### src/rtl/upstream_word_arbiter.sv
// Round-robin, burst-limited arbiter that merges NUM_SRC 32-bit word streams into one
// registered PipeOut stream, padding partial host blocks with NOP words after an idle timeout.
module upstream_word_arbiter #(
    parameter int unsigned NUM_SRC     = 3,
    parameter int unsigned BURST_LEN   = 4,
    parameter int unsigned BLOCK_WORDS = 4,
    parameter int unsigned PAD_TIMEOUT = 64,
    parameter logic [31:0] NOP_WORD    = 32'hBF000001
) (
    input  logic                             clk,
    input  logic                             reset_n,
    input  logic [NUM_SRC*32-1:0]            src_data,
    input  logic [NUM_SRC-1:0]               src_valid,
    output logic [NUM_SRC-1:0]               src_ready,
    output logic [31:0]                      out_data,
    output logic                             out_valid,
    input  logic                             out_ready,
    output logic [$clog2(BLOCK_WORDS)-1:0]   block_pos,
    output logic                             padding
);

    localparam int unsigned PW  = $clog2(NUM_SRC);
    localparam int unsigned PW1 = PW + 1;
    localparam int unsigned BPW = $clog2(BLOCK_WORDS);
    localparam int unsigned BCW = $clog2(BURST_LEN + 1);
    localparam int unsigned IW  = (PAD_TIMEOUT == 0) ? 1 : $clog2(PAD_TIMEOUT + 1);

    localparam logic [1:0] ST_ARB   = 2'd0;
    localparam logic [1:0] ST_BURST = 2'd1;
    localparam logic [1:0] ST_PAD   = 2'd2;

    logic [1:0]     state_q, state_d;
    logic [PW-1:0]  rr_ptr_q, rr_ptr_d;
    logic [PW-1:0]  grant_q, grant_d;
    logic [BCW-1:0] burst_cnt_q, burst_cnt_d;
    logic [IW-1:0]  idle_cnt_q, idle_cnt_d;
    logic [BPW-1:0] block_pos_q, block_pos_d;
    logic [31:0]    out_data_q, out_data_d;
    logic           out_valid_q, out_valid_d;
    logic           padding_q, padding_d;
    logic           active_q;

    logic           arb_found;
    logic [PW-1:0]  arb_grant;
    logic [PW1-1:0] idx_w;
    logic [PW-1:0]  cur_grant;
    logic [PW-1:0]  rr_inc;
    logic [31:0]    sel_data;
    logic           load_en;
    logic           hs;
    logic           xfer;
    logic           wrap_xfer;
    logic           any_valid;
    logic           pad_go;
    logic           pad_load;
    logic [BPW-1:0] committed;
    logic [BCW-1:0] burst_inc;

    // First valid source at or after rr_ptr, wrapping modulo NUM_SRC.
    always_comb begin
        arb_found = 1'b0;
        arb_grant = rr_ptr_q;
        idx_w     = '0;
        for (int unsigned i = 0; i < NUM_SRC; i++) begin
            idx_w = {1'b0, rr_ptr_q} + PW1'(i);
            if (idx_w >= PW1'(NUM_SRC)) begin
                idx_w = idx_w - PW1'(NUM_SRC);
            end
            if (!arb_found && src_valid[idx_w[PW-1:0]]) begin
                arb_found = 1'b1;
                arb_grant = idx_w[PW-1:0];
            end
        end
    end

    assign cur_grant = (state_q == ST_BURST) ? grant_q : arb_grant;
    assign rr_inc    = (cur_grant == PW'(NUM_SRC - 1)) ? '0 : cur_grant + PW'(1);
    assign load_en   = !out_valid_q || out_ready;
    assign xfer      = out_valid_q && out_ready;
    assign wrap_xfer = xfer && (block_pos_q == BPW'(BLOCK_WORDS - 1));
    assign any_valid = |src_valid;
    assign burst_inc = burst_cnt_q + BCW'(1);

    // Words already emitted or waiting in the output register; zero means the block is complete.
    assign committed = block_pos_q + BPW'(out_valid_q);
    assign pad_load  = (state_q == ST_PAD) && load_en && (committed != '0);
    assign pad_go    = (PAD_TIMEOUT != 32'd0) && (idle_cnt_q == IW'(PAD_TIMEOUT))
                       && !any_valid && (block_pos_q != '0);

    always_comb begin
        sel_data  = '0;
        src_ready = '0;
        for (int unsigned k = 0; k < NUM_SRC; k++) begin
            if (cur_grant == PW'(k)) begin
                sel_data     = src_data[32*k +: 32];
                src_ready[k] = active_q && load_en && (state_q == ST_ARB || state_q == ST_BURST);
            end
        end
    end

    assign hs = |(src_valid & src_ready);

    // Next-state, counters and output register loading.
    always_comb begin
        state_d     = state_q;
        rr_ptr_d    = rr_ptr_q;
        grant_d     = grant_q;
        burst_cnt_d = burst_cnt_q;
        idle_cnt_d  = idle_cnt_q;
        block_pos_d = block_pos_q + BPW'(xfer);
        out_data_d  = out_data_q;
        out_valid_d = out_valid_q;

        if (load_en) begin
            out_valid_d = hs || pad_load;
            if (hs) begin
                out_data_d = sel_data;
            end else if (pad_load) begin
                out_data_d = NOP_WORD;
            end
        end

        if (hs || (block_pos_q == '0) || (state_q == ST_PAD)) begin
            idle_cnt_d = '0;
        end else if (!any_valid && !out_valid_q && (idle_cnt_q != IW'(PAD_TIMEOUT))) begin
            idle_cnt_d = idle_cnt_q + IW'(1);
        end

        case (state_q)
            ST_ARB: begin
                if (hs) begin
                    grant_d = cur_grant;
                    if (BURST_LEN == 1) begin
                        rr_ptr_d = rr_inc;
                    end else begin
                        burst_cnt_d = BCW'(1);
                        state_d     = ST_BURST;
                    end
                end else if (pad_go) begin
                    state_d = ST_PAD;
                end
            end
            ST_BURST: begin
                if (!src_valid[grant_q]) begin
                    state_d  = ST_ARB;
                    rr_ptr_d = rr_inc;
                end else if (hs) begin
                    if (burst_inc == BCW'(BURST_LEN)) begin
                        state_d  = ST_ARB;
                        rr_ptr_d = rr_inc;
                    end else begin
                        burst_cnt_d = burst_inc;
                    end
                end
            end
            ST_PAD: begin
                if (wrap_xfer) begin
                    state_d = ST_ARB;
                end
            end
            default: state_d = ST_ARB;
        endcase

        padding_d = (state_d == ST_PAD);
    end

    always_ff @(posedge clk or negedge reset_n) begin
        if (!reset_n) begin
            state_q     <= ST_ARB;
            rr_ptr_q    <= '0;
            grant_q     <= '0;
            burst_cnt_q <= '0;
            idle_cnt_q  <= '0;
            block_pos_q <= '0;
            out_data_q  <= '0;
            out_valid_q <= 1'b0;
            padding_q   <= 1'b0;
            active_q    <= 1'b0;
        end else begin
            state_q     <= state_d;
            rr_ptr_q    <= rr_ptr_d;
            grant_q     <= grant_d;
            burst_cnt_q <= burst_cnt_d;
            idle_cnt_q  <= idle_cnt_d;
            block_pos_q <= block_pos_d;
            out_data_q  <= out_data_d;
            out_valid_q <= out_valid_d;
            padding_q   <= padding_d;
            active_q    <= 1'b1;
        end
    end

    assign out_data  = out_data_q;
    assign out_valid = out_valid_q;
    assign block_pos = block_pos_q;
    assign padding   = padding_q;

endmodule

### config.mk
export PLATFORM = sky130hd
export DESIGN_NAME = upstream_word_arbiter
export DESIGN_NICKNAME = d
export VERILOG_FILES = /design/src/rtl/upstream_word_arbiter.sv
export SDC_FILE = /design/constraint.sdc
export NUM_CORES = 1
export LEC_CHECK = 0
export BUFFER_PORTS_ARGS = -buffer_cell sky130_fd_sc_hd__buf_4
export CORE_MARGIN = 8
export CORE_UTILIZATION = 48
export DETAILED_ROUTE_END_ITERATION = 12
export HOLD_SLACK_MARGIN = 0.06
export PLACE_DENSITY = 0.77
export REMOVE_ABC_BUFFERS = 1
export SETUP_SLACK_MARGIN = 0.1
export SYNTH_ARGS = -nofsm -noshare
export SYNTH_HDL_FRONTEND = slang
export SYNTH_SLANG_ARGS = --single-unit
### constraint.sdc
create_clock -name clk -period 3.71 [get_ports clk]
set_input_delay 0.5565 -clock clk [delete_from_list [all_inputs] [get_ports clk]]
set_output_delay 0.5565 -clock clk [all_outputs]
set_load 0.01 [all_outputs]
* Word-level counts from Yosys, hierarchy flattened
Index checks and enable logic that the tools add are counted.
** Cells by class
- Add/sub/neg operators :: 10
- Reduce and logical (&&, ||, !) cells :: 35
- Magnitude comparators :: 7
- Bitwise logic cells :: 1
- Multiplexer cells :: 43
- Equal/unequal tests :: 15
** Operator list (number)
- 32-bit two-way mux :: 5
- 2-bit two-way mux :: 17
- 7-bit two-way mux :: 2
- 1-bit logical AND :: 12
- 2-bit by 3-bit less-than comparator with 1-bit output (second input constant) :: 4
- 3-bit two-way mux :: 4
- 2-bit nonzero test :: 5
- 1-bit two-way mux :: 9
- 1-bit binary-select mux with 2-bit select :: 4
- 2-bit == test (second input constant) :: 4
- 2-bit inequality test (second input constant) :: 4
- 7-bit by 1-bit adder with 7-bit output (second input constant) :: 1
- 7-bit == test (second input constant) :: 1
- 7-bit inequality test (second input constant) :: 1
- 3-bit by 2-bit greater-or-equal comparator with 1-bit output (second input constant) :: 2
- 2-bit logical NOT :: 3
- 2-bit case mux with 3 select lines :: 1
- 3-bit case mux with 2 select lines :: 1
- 3-bit OR reduction :: 2
- 2-bit subtractor (second input constant) :: 3
- 1-bit logical OR :: 5
- 5-bit AND reduction :: 1
- 2-bit by 1-bit adder with 2-bit output :: 2
- 2-bit by 1-bit == test with 1-bit output (second input constant) :: 2
- 11 further kinds :: 16
** Storage, ports and cells
- Register bits after elaboration :: 53
- Word-level logic and storage cells :: 121
- Output and inout bits :: 39
- Input bits :: 102

* Longest topological paths before layout
- Depth after elaboration :: 20
- Gate-level depth with buffers :: 14
- Gate-level depth less buffers :: 10

* Worst setup path before layout
No wires, ideal clock.
- Path kind :: reg-to-reg
- Start point :: reg rr_ptr_q[0]
- End point :: reg out_data_q[10], in the netlist out_data[10]
- Path slack :: 618 ps
- Cell stages (with the launch flop) :: 14
- Data required time :: 3589 ps
- Arrival time :: 2971 ps
- Clock period less this slack :: 3092 ps
- Setup time :: 121 ps
- Path buffers :: 3
- Path through :: dfrtp_1 inv_1 ha_1 buf_6 mux2_4 a221oi_2 o21ai_1 a31o_1 buf_6 or2_1 mux2_4 a21o_4 buf_6 a22o_1
** Between the ends
- Cells in the longest elaborated chain, start to end :: 18
- Elaborated cells on any way between the ends :: 41
- Classes of those cells :: add/sub: 5; order compare: 3; eq/ne: 2; mux: 22; bitwise: 1; reduce/logical: 8
** Ends and longest elaborated chain
- from (decl) :: RTL line 33 : logic [PW-1:0] rr_ptr_q, rr_ptr_d;
- from (signal assigned) :: RTL line 181 : rr_ptr_q <= rr_ptr_d;
- branches (longest 10 deep; another with 2-bit by 1-bit adder with 3-bit output)
- 2-bit two-way mux (*) :: RTL line 69 : if (!arb_found && src_valid[idx_w[PW-1:0]]) begin
- 2-bit two-way mux (*) :: RTL line 76 : assign cur_grant = (state_q == ST_BURST) ? grant_q : arb_grant;
- 2-bit by 1-bit == test with 1-bit output (tied with other cells) :: RTL line 94 : if (cur_grant == PW'(k)) begin
- 1-bit two-way mux :: RTL line 94
- 3-bit AND :: RTL line 101 : assign hs = |(src_valid & src_ready);
- 3-bit OR reduction :: RTL line 101
- 2-bit nonzero test (no line)
- 2-bit AND reduction (no line)
- to (signal assigned) :: RTL line 186 : out_data_q <= out_data_d;
- to (decl) :: RTL line 38 : logic [31:0] out_data_q, out_data_d;
Every way passes the cells marked *. The select of a mux whose other input is x is not followed.
A chain may end at the register's enable or synchronous reset.

* Worst setup path after layout
- Start point :: reg rr_ptr_q[0]
- End point :: out src_ready[2]
** Between the ends
- Cells in the longest elaborated chain, start to end :: 14
- Elaborated cells on any way between the ends :: 29
- Classes of those cells :: add/sub: 5; order compare: 3; eq/ne: 1; mux: 16; reduce/logical: 4
** Ends and longest elaborated chain
- branches (longest 10 deep; another with 2-bit by 1-bit adder with 3-bit output)
- 2-bit two-way mux (*) :: RTL line 69
- 2-bit two-way mux (*) :: RTL line 76
- 2-bit == test (*) :: RTL line 94
- 1-bit two-way mux (*) :: RTL line 94
- to (decl) :: RTL line 14 : output logic [NUM_SRC-1:0] src_ready,
Marks and branches as above.

==> flow_summary.toml <==
[setup_path]
r2r.worst_path.cells = 10
worst-endpoint-required_ns = 3.15
critical_path.max_fanout = 20
worstPathArrival_ns = 2.80
crit_type = "register to primary output"
worstSetupStartpointType = "register"
critPathCaptureType = "primary output"

[place]
portBuffers = 140
finalWeightedCongestion = 0.833
dp.final_hpwl_um = 7650

[routing]
drt-pass1-iter-count = 4
postRouteAntennaNets = 0
remaining_drc_errors = 0
drt-total-wl_um = 10000
vias_per_cell = 5.80
first_iter_violations = 117
routed-via-count = 3092
drt-wirelength-per-cell_um = 18.8

[timing]
final.min_clock_period_ns = 3.35
max_freq_mhz = 298
timing.final.setup_violations = 0
final.period_utilization = 0.904
slew_headroom = 0.447
hold_violations = 0
final_layout_setup_total_negative_slack_ns = 0
report.final.slew_viol_count = 0
finClkSkew_ns = 0.00967
tightestPinTransition_ns = 0.828
grt_setup_unrepaired = "false"

[logic_synthesis]
synth-main-ff-cell = "sky130_fd_sc_hd__dfrtp_1"
yosysSeqAreaShare = 0.397
ys_async_sr_fraction = 1.00
synthesis.area_um2 = 3340
synth-warning-count = 0
synth-edff-count = 0
syn_inst_count = 325
yosysUniqueCellTypes = 52
synth_area_per_cell_um2 = 10.3
synth_seq_cells = 53

[power]
leakage_uw = 0.00218
peakVddDrop_mv = 0.398
power-per-cell-area_nw_per_um2 = 861

[clocking]
ctsRootBufferMaster = "sky130_fd_sc_hd__clkbuf_8"
h-tree-depth = 2
cts_num_sinks = 53
clock_latency_ns = 0.30
cts_inserted_buffers = 5
cts_tree = "done"
cts.reportedPaths.clkPinSlew_ns = 0.10
cts-hold-fix-buffers = 0
clock_tree.buffer_depth = 2

[die]
floorplan.die.width_um = 99.4
die_area_um2 = 9890
placement_rows = 30
floorplan.die.height_um = 99.4
boundaryPins = 141
initial_utilization = 0.495
core_area_um2 = 6760

[final_layout]
layout.nets = 563
postLayoutCoreUtil = 0.670
layout-drive-gt1-share = 0.362
num-fill-cells = 560
area.growth.synth_to_final_pct = 35.4
num_antenna_cells = 0

[grt]
grt_pass1_vias = 3262
global_route.usage.total = 0.202
globalRouteOverflowTotal = 0
grt_pass1_wl_um = 16300
grt_start_max_net_pins = 54
initial_antenna_violation_count = 0

[hold_path]
hold_class = "input port to async pin"

[job]
max-cap-violations = 0

[outcome]
run_status = "finished clean"
-- area by class of cell --
type                       count  area, um2  share of cell area
multi-input combinational    235       1860               0.410
sequential                    53       1330               0.293
timing repair buffer         145       1090               0.241
tap                           80        100              0.0221
clock buffer                   7       96.3              0.0213
inverter                      12       45.0             0.00995
clock inverter                 1       8.76             0.00194
-- Yosys cell counts, types with 2 or more instances --
cell type	n	share of area
sky130_fd_sc_hd__nand2b_1	4	0.0075
sky130_fd_sc_hd__nand2_1	17	0.019
sky130_fd_sc_hd__mux2_4	2	0.0090
sky130_fd_sc_hd__or3_1	3	0.0056
sky130_fd_sc_hd__nand3_1	3	0.0045
sky130_fd_sc_hd__o22ai_1	3	0.0056
sky130_fd_sc_hd__nand4_1	6	0.011
sky130_fd_sc_hd__nor3b_1	2	0.0045
sky130_fd_sc_hd__nor2_1	17	0.019
sky130_fd_sc_hd__dfrtp_1	53	0.40
sky130_fd_sc_hd__mux2i_1	37	0.11
sky130_fd_sc_hd__nor2b_1	6	0.011
sky130_fd_sc_hd__inv_1	11	0.012
sky130_fd_sc_hd__a2bb2oi_1	16	0.042
sky130_fd_sc_hd__o21ai_0	4	0.0060
sky130_fd_sc_hd__a31oi_1	2	0.0037
sky130_fd_sc_hd__buf_2	9	0.013
sky130_fd_sc_hd__nor4_1	3	0.0056
sky130_fd_sc_hd__a21oi_1	5	0.0075
sky130_fd_sc_hd__and2_1	3	0.0056
sky130_fd_sc_hd__clkbuf_1	11	0.012
sky130_fd_sc_hd__ha_1	9	0.034
sky130_fd_sc_hd__o2bb2ai_1	25	0.066
sky130_fd_sc_hd__buf_6	5	0.017
sky130_fd_sc_hd__a311o_1	3	0.0090
sky130_fd_sc_hd__xor2_1	8	0.021
sky130_fd_sc_hd__a22o_1	24	0.063
sky130_fd_sc_hd__or2_1	2	0.0037
sky130_fd_sc_hd__o21ai_1	7	0.010
sky130_fd_sc_hd__nand3b_1	3	0.0067
-- state kept, by name, summed over array words and instances, names as in the netlist, 2 cells and up --
signal	cells
grant_q	2
block_pos	2
burst_cnt_q	3
rr_ptr_q	2
idle_cnt_q	7
out_data	32
state_q	2
-- cells by family after synthesis --
kind of cell | synth area share
and+or+nand+nor | 0.113
muxes | 0.123
xor gates and xnor gates | 0.0236
buffers and inverters | 0.0562
other | 0.00112
adders and majority gates | 0.0337
DFF | 0.397
AOI/OAI and AO/OA | 0.253
-- power by group --
part / switching (uW) / total [uW] / internal (uW)
Sequential: 191 / 1000 / 812
Combinational: 1310 / 2530 / 1220
Clock: 194 / 367 / 173
-- critical path, stage by stage (launching register included) --
cell	delay (ns)
sky130_fd_sc_hd__dfrtp_1	0.49
sky130_fd_sc_hd__inv_1	0.10
sky130_fd_sc_hd__ha_2	0.42
sky130_fd_sc_hd__nand2b_1	0.15
sky130_fd_sc_hd__a21oi_1	0.07
sky130_fd_sc_hd__o31ai_1	0.18
sky130_fd_sc_hd__o21ai_1	0.15
sky130_fd_sc_hd__a21oi_4	0.30
sky130_fd_sc_hd__buf_6	0.30
sky130_fd_sc_hd__inv_2	0.04
sky130_fd_sc_hd__nor2_1	0.14
sky130_fd_sc_hd__buf_4	0.15
-- path summary, 6_finish.rpt --
kind / start / endpoint / slack (ns)
max in group asynchronous: reset_n / grant_q[1]$_DFFE_PN0P_ / 3.01
max: rr_ptr_q[0]$_DFFE_PN0P_ / src_ready[2] / 0.36
max reg2reg: rr_ptr_q[0]$_DFFE_PN0P_ / out_data[4]$_DFFE_PN0P_ / 0.46
min: reset_n / out_data[3]$_DFFE_PN0P_ / 0.28
min in group clk: burst_cnt_q[2]$_DFFE_PN0P_ / burst_cnt_q[2]$_DFFE_PN0P_ / 0.50
min reg2reg: burst_cnt_q[2]$_DFFE_PN0P_ / burst_cnt_q[2]$_DFFE_PN0P_ / 0.50
-- repair_timing --
| item | CTS | global route |
|---|---|---|
| setup endpoints to repair | 0 | 2 |
| gates resized for setup | 0 | 2 |
| setup buffers | 0 | 0 |
-- cell usage in the layout, fill, tap and decap left out, types with 2 or more instances in the layout --
cell,n
sky130_fd_sc_hd__nor4_1,3
sky130_fd_sc_hd__xor2_1,8
sky130_fd_sc_hd__dfrtp_1,53
sky130_fd_sc_hd__and2_1,3
sky130_fd_sc_hd__nor2b_1,5
sky130_fd_sc_hd__inv_1,11
sky130_fd_sc_hd__nand2_1,17
sky130_fd_sc_hd__o21ai_1,7
sky130_fd_sc_hd__o22ai_1,3
sky130_fd_sc_hd__nand3b_1,3
sky130_fd_sc_hd__or2_1,2
sky130_fd_sc_hd__nor3b_1,2
sky130_fd_sc_hd__nand4_1,6
sky130_fd_sc_hd__o21ai_0,4
sky130_fd_sc_hd__buf_4,144
sky130_fd_sc_hd__a22o_1,24
sky130_fd_sc_hd__nor2_1,17
sky130_fd_sc_hd__mux2_4,2
sky130_fd_sc_hd__a311o_1,3
sky130_fd_sc_hd__clkbuf_8,7
sky130_fd_sc_hd__a21oi_1,4
sky130_fd_sc_hd__a31oi_1,2
sky130_fd_sc_hd__a2bb2oi_1,16
sky130_fd_sc_hd__mux2i_1,36
sky130_fd_sc_hd__nand2b_1,4
sky130_fd_sc_hd__o2bb2ai_1,25
sky130_fd_sc_hd__ha_1,8
sky130_fd_sc_hd__or3_1,3
sky130_fd_sc_hd__nand3_1,3
-- per-stage QoR --
step,hold slack [ns],std cells,setup slack [ns],area [um2],total power [uW]
after global placement,0.477,525,0.570,4410,3480
after CTS,0.298,533,0.216,4520,3910
after floorplan,0.261,300,-2.62,3200,2690
after detailed placement,0.491,525,0.457,4410,3540
after global routing,0.315,533,0.138,4530,4180
final,0.277,533,0.357,4530,3900
-- per-layer routing --
metal  wire length (um)  vias to the layer above  track usage  part of all wire
met5                  0                        -            0                 0
li1                   -                     1476            -                 -
met2               5000                      128        0.339              0.50
met3                989                        4       0.0929             0.099
met1               4000                     1484        0.233              0.40
met4                 43                        0       0.0314            0.0043
Note: power is estimated with default switching activity, not from simulation.
